### src/rtl/regfile_write_arbiter.sv
// Round-robin arbiter sharing the register file's single write port between
// ALU (req0) and load (req1) writeback, with a registered write stage and flush/halt handshake.
module regfile_write_arbiter #(
  parameter int DATA_WIDTH       = 32,
  parameter int ADDR_WIDTH       = 5,
  parameter int ZERO_REG_DISCARD = 1,
  parameter int CNT_WIDTH        = 8
) (
  input  logic                  Clock,
  input  logic                  ResetN,
  input  logic                  Req0Valid,
  input  logic [ADDR_WIDTH-1:0] Req0Addr,
  input  logic [DATA_WIDTH-1:0] Req0Data,
  output logic                  Req0Ready,
  input  logic                  Req1Valid,
  input  logic [ADDR_WIDTH-1:0] Req1Addr,
  input  logic [DATA_WIDTH-1:0] Req1Data,
  output logic                  Req1Ready,
  input  logic                  FlushReq,
  output logic                  FlushAck,
  output logic                  WriEn,
  output logic [ADDR_WIDTH-1:0] WriAdd,
  output logic [DATA_WIDTH-1:0] WriData,
  output logic [CNT_WIDTH-1:0]  ConflictCnt
);

  typedef enum logic [1:0] {RUN, DRAIN, HALT} state_t;

  state_t                         state, state_nxt;
  logic                           ptr;
  logic [1:0]                     valid, grant;
  logic [1:0][ADDR_WIDTH-1:0]     addr;
  logic [1:0][DATA_WIDTH-1:0]     data;
  logic                           xfer, sel, discard;

  assign valid = {Req1Valid, Req0Valid};
  assign addr  = {Req1Addr, Req0Addr};
  assign data  = {Req1Data, Req0Data};

  always_ff @(posedge Clock or negedge ResetN) begin
    if (!ResetN) state <= RUN;
    else         state <= state_nxt;
  end

  always_comb begin
    state_nxt = state;
    case (state)
      RUN:     if (FlushReq) state_nxt = DRAIN;
      DRAIN:   state_nxt = HALT;
      HALT:    if (!FlushReq) state_nxt = RUN;
      default: state_nxt = RUN;
    endcase
  end

  // Grants only in RUN, and never in the cycle a flush request is first seen.
  always_comb begin
    grant = 2'b00;
    if (state == RUN && !FlushReq) begin
      case (valid)
        2'b01:   grant = 2'b01;
        2'b10:   grant = 2'b10;
        2'b11:   grant = ptr ? 2'b10 : 2'b01;
        default: grant = 2'b00;
      endcase
    end
    Req0Ready = grant[0];
    Req1Ready = grant[1];
    FlushAck  = (state == HALT);
  end

  assign xfer    = |grant;
  assign sel     = grant[1];
  assign discard = (ZERO_REG_DISCARD != 0) && (addr[sel] == '0);

  always_ff @(posedge Clock or negedge ResetN) begin
    if (!ResetN) begin
      WriEn       <= 1'b0;
      WriAdd      <= '0;
      WriData     <= '0;
      ptr         <= 1'b0;
      ConflictCnt <= '0;
    end else begin
      WriEn <= xfer && !discard;
      if (xfer) begin
        WriAdd  <= addr[sel];
        WriData <= data[sel];
        ptr     <= ~sel;
      end
      if (xfer && (&valid) && !(&ConflictCnt)) ConflictCnt <= ConflictCnt + 1'b1;
    end
  end

endmodule

### config.mk
export PLATFORM = sky130hd
export DESIGN_NAME = regfile_write_arbiter
export DESIGN_NICKNAME = d
export VERILOG_FILES = /design/src/rtl/regfile_write_arbiter.sv
export SDC_FILE = /design/constraint.sdc
export NUM_CORES = 1
export LEC_CHECK = 0
export ABC_AREA = 0
export BUFFER_PORTS_ARGS = -buffer_cell sky130_fd_sc_hd__buf_2
export CAP_MARGIN = 20
export CORE_MARGIN = 10
export CORE_UTILIZATION = 30
export DETAILED_ROUTE_END_ITERATION = 7
export PLACE_DENSITY = 0.61
export SLEW_MARGIN = 0
export SYNTH_ARGS = -nofsm -noshare
export SYNTH_HDL_FRONTEND = slang
export SYNTH_SLANG_ARGS = --single-unit
### constraint.sdc
create_clock -name Clock -period 2.2 [get_ports Clock]
set_input_delay 0.11 -clock Clock [delete_from_list [all_inputs] [get_ports Clock]]
set_output_delay 0.11 -clock Clock [all_outputs]
set_load 0.01 [all_outputs]
## Word-level counts from Yosys, hierarchy flattened

Cells that the tools add are included.

| storage, ports and cells | value |
|---|---|
| bits in registers | 49 |
| output and inout bits | 49 |
| logic and storage cells | 39 |
| bits of input ports | 79 |

| cells by class | value |
|---|---|
| equal/unequal tests | 7 |
| mux-type cells | 10 |
| order comparisons | 1 |
| bitwise gates (word level) | 1 |
| reduce and logical (&&, ||, !) cells | 13 |
| add/sub/neg operators | 1 |

Operators with widths:

| kind | number |
|---|---|
| $mux 32 | 2 |
| $pmux 2 s3 | 2 |
| $mux 5 | 2 |
| $add 8x1->8 const B | 1 |
| $mux 2 | 4 |
| $reduce_and 8->1 | 1 |
| $eq 2x2->1 const B | 3 |
| $logic_not 5->1 | 1 |
| $eq 2x1->1 const B | 2 |
| $logic_and 1x1->1 | 4 |
| $ne 2x2->1 const B | 2 |
| $reduce_and 2->1 | 2 |
| $logic_not 1->1 | 3 |
| $logic_not 2->1 | 1 |
| $lt 1x2->1 const B | 1 |
| $reduce_or 2->1 | 1 |
| $not 1->1 | 1 |

## Depth between registers and ports, before layout

| depth | value |
|---|---|
| depth in word-level cells | 8 |
| depth in mapped cells | 6 |
| mapped depth without buffers | 4 |

## Worst setup path after synthesis

No wires, ideal clock.

| timing | value |
|---|---|
| kind | register to register |
| from | register state[1] |
| to | register WriData[18] |
| setup slack | 0.424 ns |
| path buffers | 3 |
| library setup time | 0.082 ns |
| stages on the path, launching flop included | 7 |
| clock period less this slack | 1.776 ns |
| arrival | 1.695 ns |
| required time | 2.118 ns |
| cells stage by stage | dfrtp_1 or3_4 buf_6 or3_4 buf_6 buf_6 a31oi_1 |

| on the way | value |
|---|---|
| word-level cells in the longest chain between the ends | 5 |
| elaborated cells between the ends (all ways) | 6 |
| classes of those cells | mux (3); reduce/logical (3) |

Ends and longest elaborated chain:

| what | line | text |
|---|---|---|
| start: declaration | 29 | `state_t state, state_nxt;` |
| start signal: assignment | 42 | `else state <= state_nxt;` |
| $logic_not 2->1 * | 58 | `if (state == RUN && !FlushReq) begin` |
| $logic_and 1x1->1 * | 58 |  |
| $mux 2 * | 58 |  |
| $mux 32 (implied by the code) (2 in a row) | 86 | `WriData <= data[sel];` |
| end signal: assignment | 86 |  |
| end: declaration | 23 | `output logic [DATA_WIDTH-1:0] WriData,` |

Every way passes the cells marked *; elsewhere a longest branch is shown, timed or not. The select of a mux whose other input is x is not followed.
A chain may end at the register's enable or synchronous reset.

## Worst setup path after layout

| timing | value |
|---|---|
| from | register state[1] |
| to | output Req1Ready |

| on the way | value |
|---|---|
| word-level cells in the longest chain between the ends | 3 |

Ends and longest elaborated chain:

| what | line | text |
|---|---|---|
| $logic_not 2->1 | 58 |  |
| $logic_and 1x1->1 | 58 |  |
| $mux 2 | 58 |  |
| end: declaration | 18 | `output logic Req1Ready,` |

No other way between the ends.

==> flow_summary.toml <==
[status]
outcome = "finished, final reports clean"

[worst_setup_path]
crit_path_max_fanout = 20
r2r-start = "state[1]"
r2r_slack_ns = 0.27
endpoint_kind = "output pin"
reg2regPathDepth = 3
worst-path-buf-inv = 2
cp_cell_sequence = "or3_4, or3_4, inv_1, buf_2"
r2r-end = "WriData[11]"
required_ns = 2.09
path_class = "reg -> out"
crit_slowest_cell = "or3_4"
cp_top_family = "simple AND/OR/NAND/NOR gates"
crit_start = "state[1]"
crit_arrival_ns = 1.94
cpPeakStageDelay_ns = 0.52
crit_top_cell = "or3_4"
start_kind = "flip-flop"

[power_and_ir_drop]
ir_drop_mv = 0.468
p_per_area_nw_per_um2 = 1200
p_leak_nw = 1.50

[worst_hold_path]
holdPathEnd = "WriData[24]"
hold_path.class = "in -> reg"
hp-start = "Req0Data[24]"
holdPathStages = 3

[placement]
place.gp.congestion = 0.788
io_buffers = 127
placed_cell_area_um2 = 3300
hpwl_um = 6360

[die]
ios = 128
rows = 33
core_area_um2 = 8260
dieArea_um2 = 12600
die_h_um = 112
die_w_um = 112
start_util_pct = 31.0

[yosys]
synth_top_area_cell = "dfrtp_1"
ys_warn_count = 0
syn_area_um2 = 2560
synth_cell_types = 33
syn_nets = 359
syn_avg_cell_area_um2 = 9.19
synth_area_leaders = "dfrtp_1, a31oi_1, nor4_1"
synth_top_area_share_pct = 47.8
syn_inst = 279
yosysSeqAreaShare_pct = 47.8
yosys_register_bits = 49

[clock_network]
cts_tree = "built"
clockRootBuffer = "clkbuf_8"
htreeDepth = 2
numCtsBuffers = 5
clkLatencyLatePin_ns = 0.30
cts.path.max_buffers = 2
clock-sinks = 49
cts_resized = 0
clkTransAtPathRegs_ns = 0.09

[global_routing]
grt_pass1_vias = 2793
antenna_found_initial = 0
grtUsageTotal_pct = 13.4
grt_overflow_total = 0
grt_pass1_wl_um = 14500
grt_max_degree = 76

[timing]
final_hold_viol_count = 0
setup_tns_ns = 0
max-slew-margin-rel_pct = 53.3
hold_ws_ns = 0.0734
finClkSkew_ns = 0.00608
fin_crit_sh_pct = 93.0
worst_pin_slew_ns = 0.700
finalMaxSlewViolations = 0
fmax_mhz = 489
rsz0062_at_grt = "false"
finalSetupViolations = 0
period_needed_ns = 2.05

[layout]
layout_common_cells = "buf_2, dfrtp_1, o21ai_0, nand3_1, a31oi_1"
finalInstanceArea_um2 = 3430
n_antenna_cell = 0
nNetsFinal = 471
drive_gt1_share_pct = 39.3
area_delta_synth_final_pct = 34.0
n_fill_cell = 847
final_common_cell = "buf_2"

[routing]
finalWirelength_um = 9300
num_vias = 2782
antenna_left = 0
dr.pass1.iters = 4
drc = 0
vias_per_cell = 5.60
drtIter0Drc = 172
wl_per_cell_um = 18.7

[job]
cap_violations = 0
[routing by layer]
| metal | GRT usage [%] | up-vias | wire, um |
|---|---|---|---|
| li1 | - | 1314 | - |
| met1 | 17.1 | 1334 | 4000 |
| met3 | 5.38 | 4 | 933 |
| met2 | 20.9 | 130 | 4320 |
| met5 | 0 | - | 0 |
| met4 | 2.96 | 0 | 35 |
[cell families after synthesis]
| group | count (synthesis) | synth area share [%] |
|---|---|---|
| AO/OA/AOI/OAI | 88 | 20.3 |
| XOR/XNOR | 3 | 1.03 |
| flip-flops | 49 | 47.8 |
| AND/OR/NAND/NOR | 98 | 22.8 |
| multiplexers | 3 | 1.27 |
| buffers and inverters | 37 | 6.30 |
| adder cells (fa/ha/maj) | 1 | 0.488 |
[area by class of cell]
cell class                      instances  area, um2  area share [%]
Clock inverter                          1       30.0           0.874
Inverter                                4       15.0           0.437
Multi-Input combinational cell        194       1210            35.2
Sequential cell                        49       1230            35.7
Tap cell                              105        131            3.83
Timing Repair Buffer                  137        738            21.5
Clock buffer                            7       86.3            2.51
[where the power goes]
group / switching, mW / total [mW] / leakage, nW / internal [mW]
Sequential: 0.272 / 1.59 / 0.583 / 1.32
Combinational: 1.12 / 1.87 / 0.855 / 0.748
Clock: 0.292 / 0.663 / 0.0585 / 0.371
[cell usage after synthesis]
cell	count
a211oi_1	1
nor4_1	37
o21ai_1	2
o21ai_0	38
a31oi_1	38
ha_1	1
mux2i_1	1
a41oi_1	1
o211ai_1	2
nand4_1	5
nor3_1	1
clkbuf_1	30
nor2b_1	2
a22o_1	1
dfrtp_1	49
or4_1	2
and4_1	3
a21bo_2	1
xnor2_1	2
nand3_1	38
buf_6	3
xor2_1	1
nor2_1	4
a21boi_0	2
inv_1	4
or4b_2	1
nand2_1	1
or3_4	2
a21oi_1	1
nor4b_2	1
nor3b_1	1
mux2_2	2
o2111a_1	1
[sequential cells by signal, summed over array words and instances, names as in the netlist]
name and count:
WriData 32, ConflictCnt 8, WriAdd 5, state 2, WriEn 1, ptr 1
[metrics by stage]
stage / std cells / worst slack (ns) / power [mW] / utilization, %
6_report: 497 / 0.153 / 4.12 / 41.6
5_1_grt: 497 / 0.0527 / 4.46 / 41.6
4_1_cts: 496 / 0.0711 / 4.17 / 41.5
3_5_place_dp: 487 / 0.409 / 3.49 / 40.0
3_3_place_gp: 487 / 0.432 / 3.45 / 40.0
2_1_floorplan: 279 / 0.424 / 2.65 / -
[worst reg2reg max path, cell delays in order (launching register included)]
cell and delay (ns):
dfrtp_1 0.47, or3_4 0.43, or3_2 0.73, a31oi_1 0.23
[timing repair]
| action | CTS | global route |
|---|---|---|
| buffers inserted | 0 | 0 |
| hold buffers | 1 | 0 |
| endpoints found under the hold margin | 49 | 0 |
| setup endpoints to repair | 0 | 1 |
[how the worst max path moves through the flow]
stage / end / slack (ns) / depth (start not counted)
after floorplan: WriData[18] / 0.42 / 6
after global placement: Req1Ready / 0.43 / 4
after detailed placement: Req1Ready / 0.41 / 4
after CTS: Req1Ready / 0.07 / 4
after global routing: Req1Ready / 0.05 / 4
final: Req1Ready / 0.15 / 4
(Power assumes the default switching activity.)
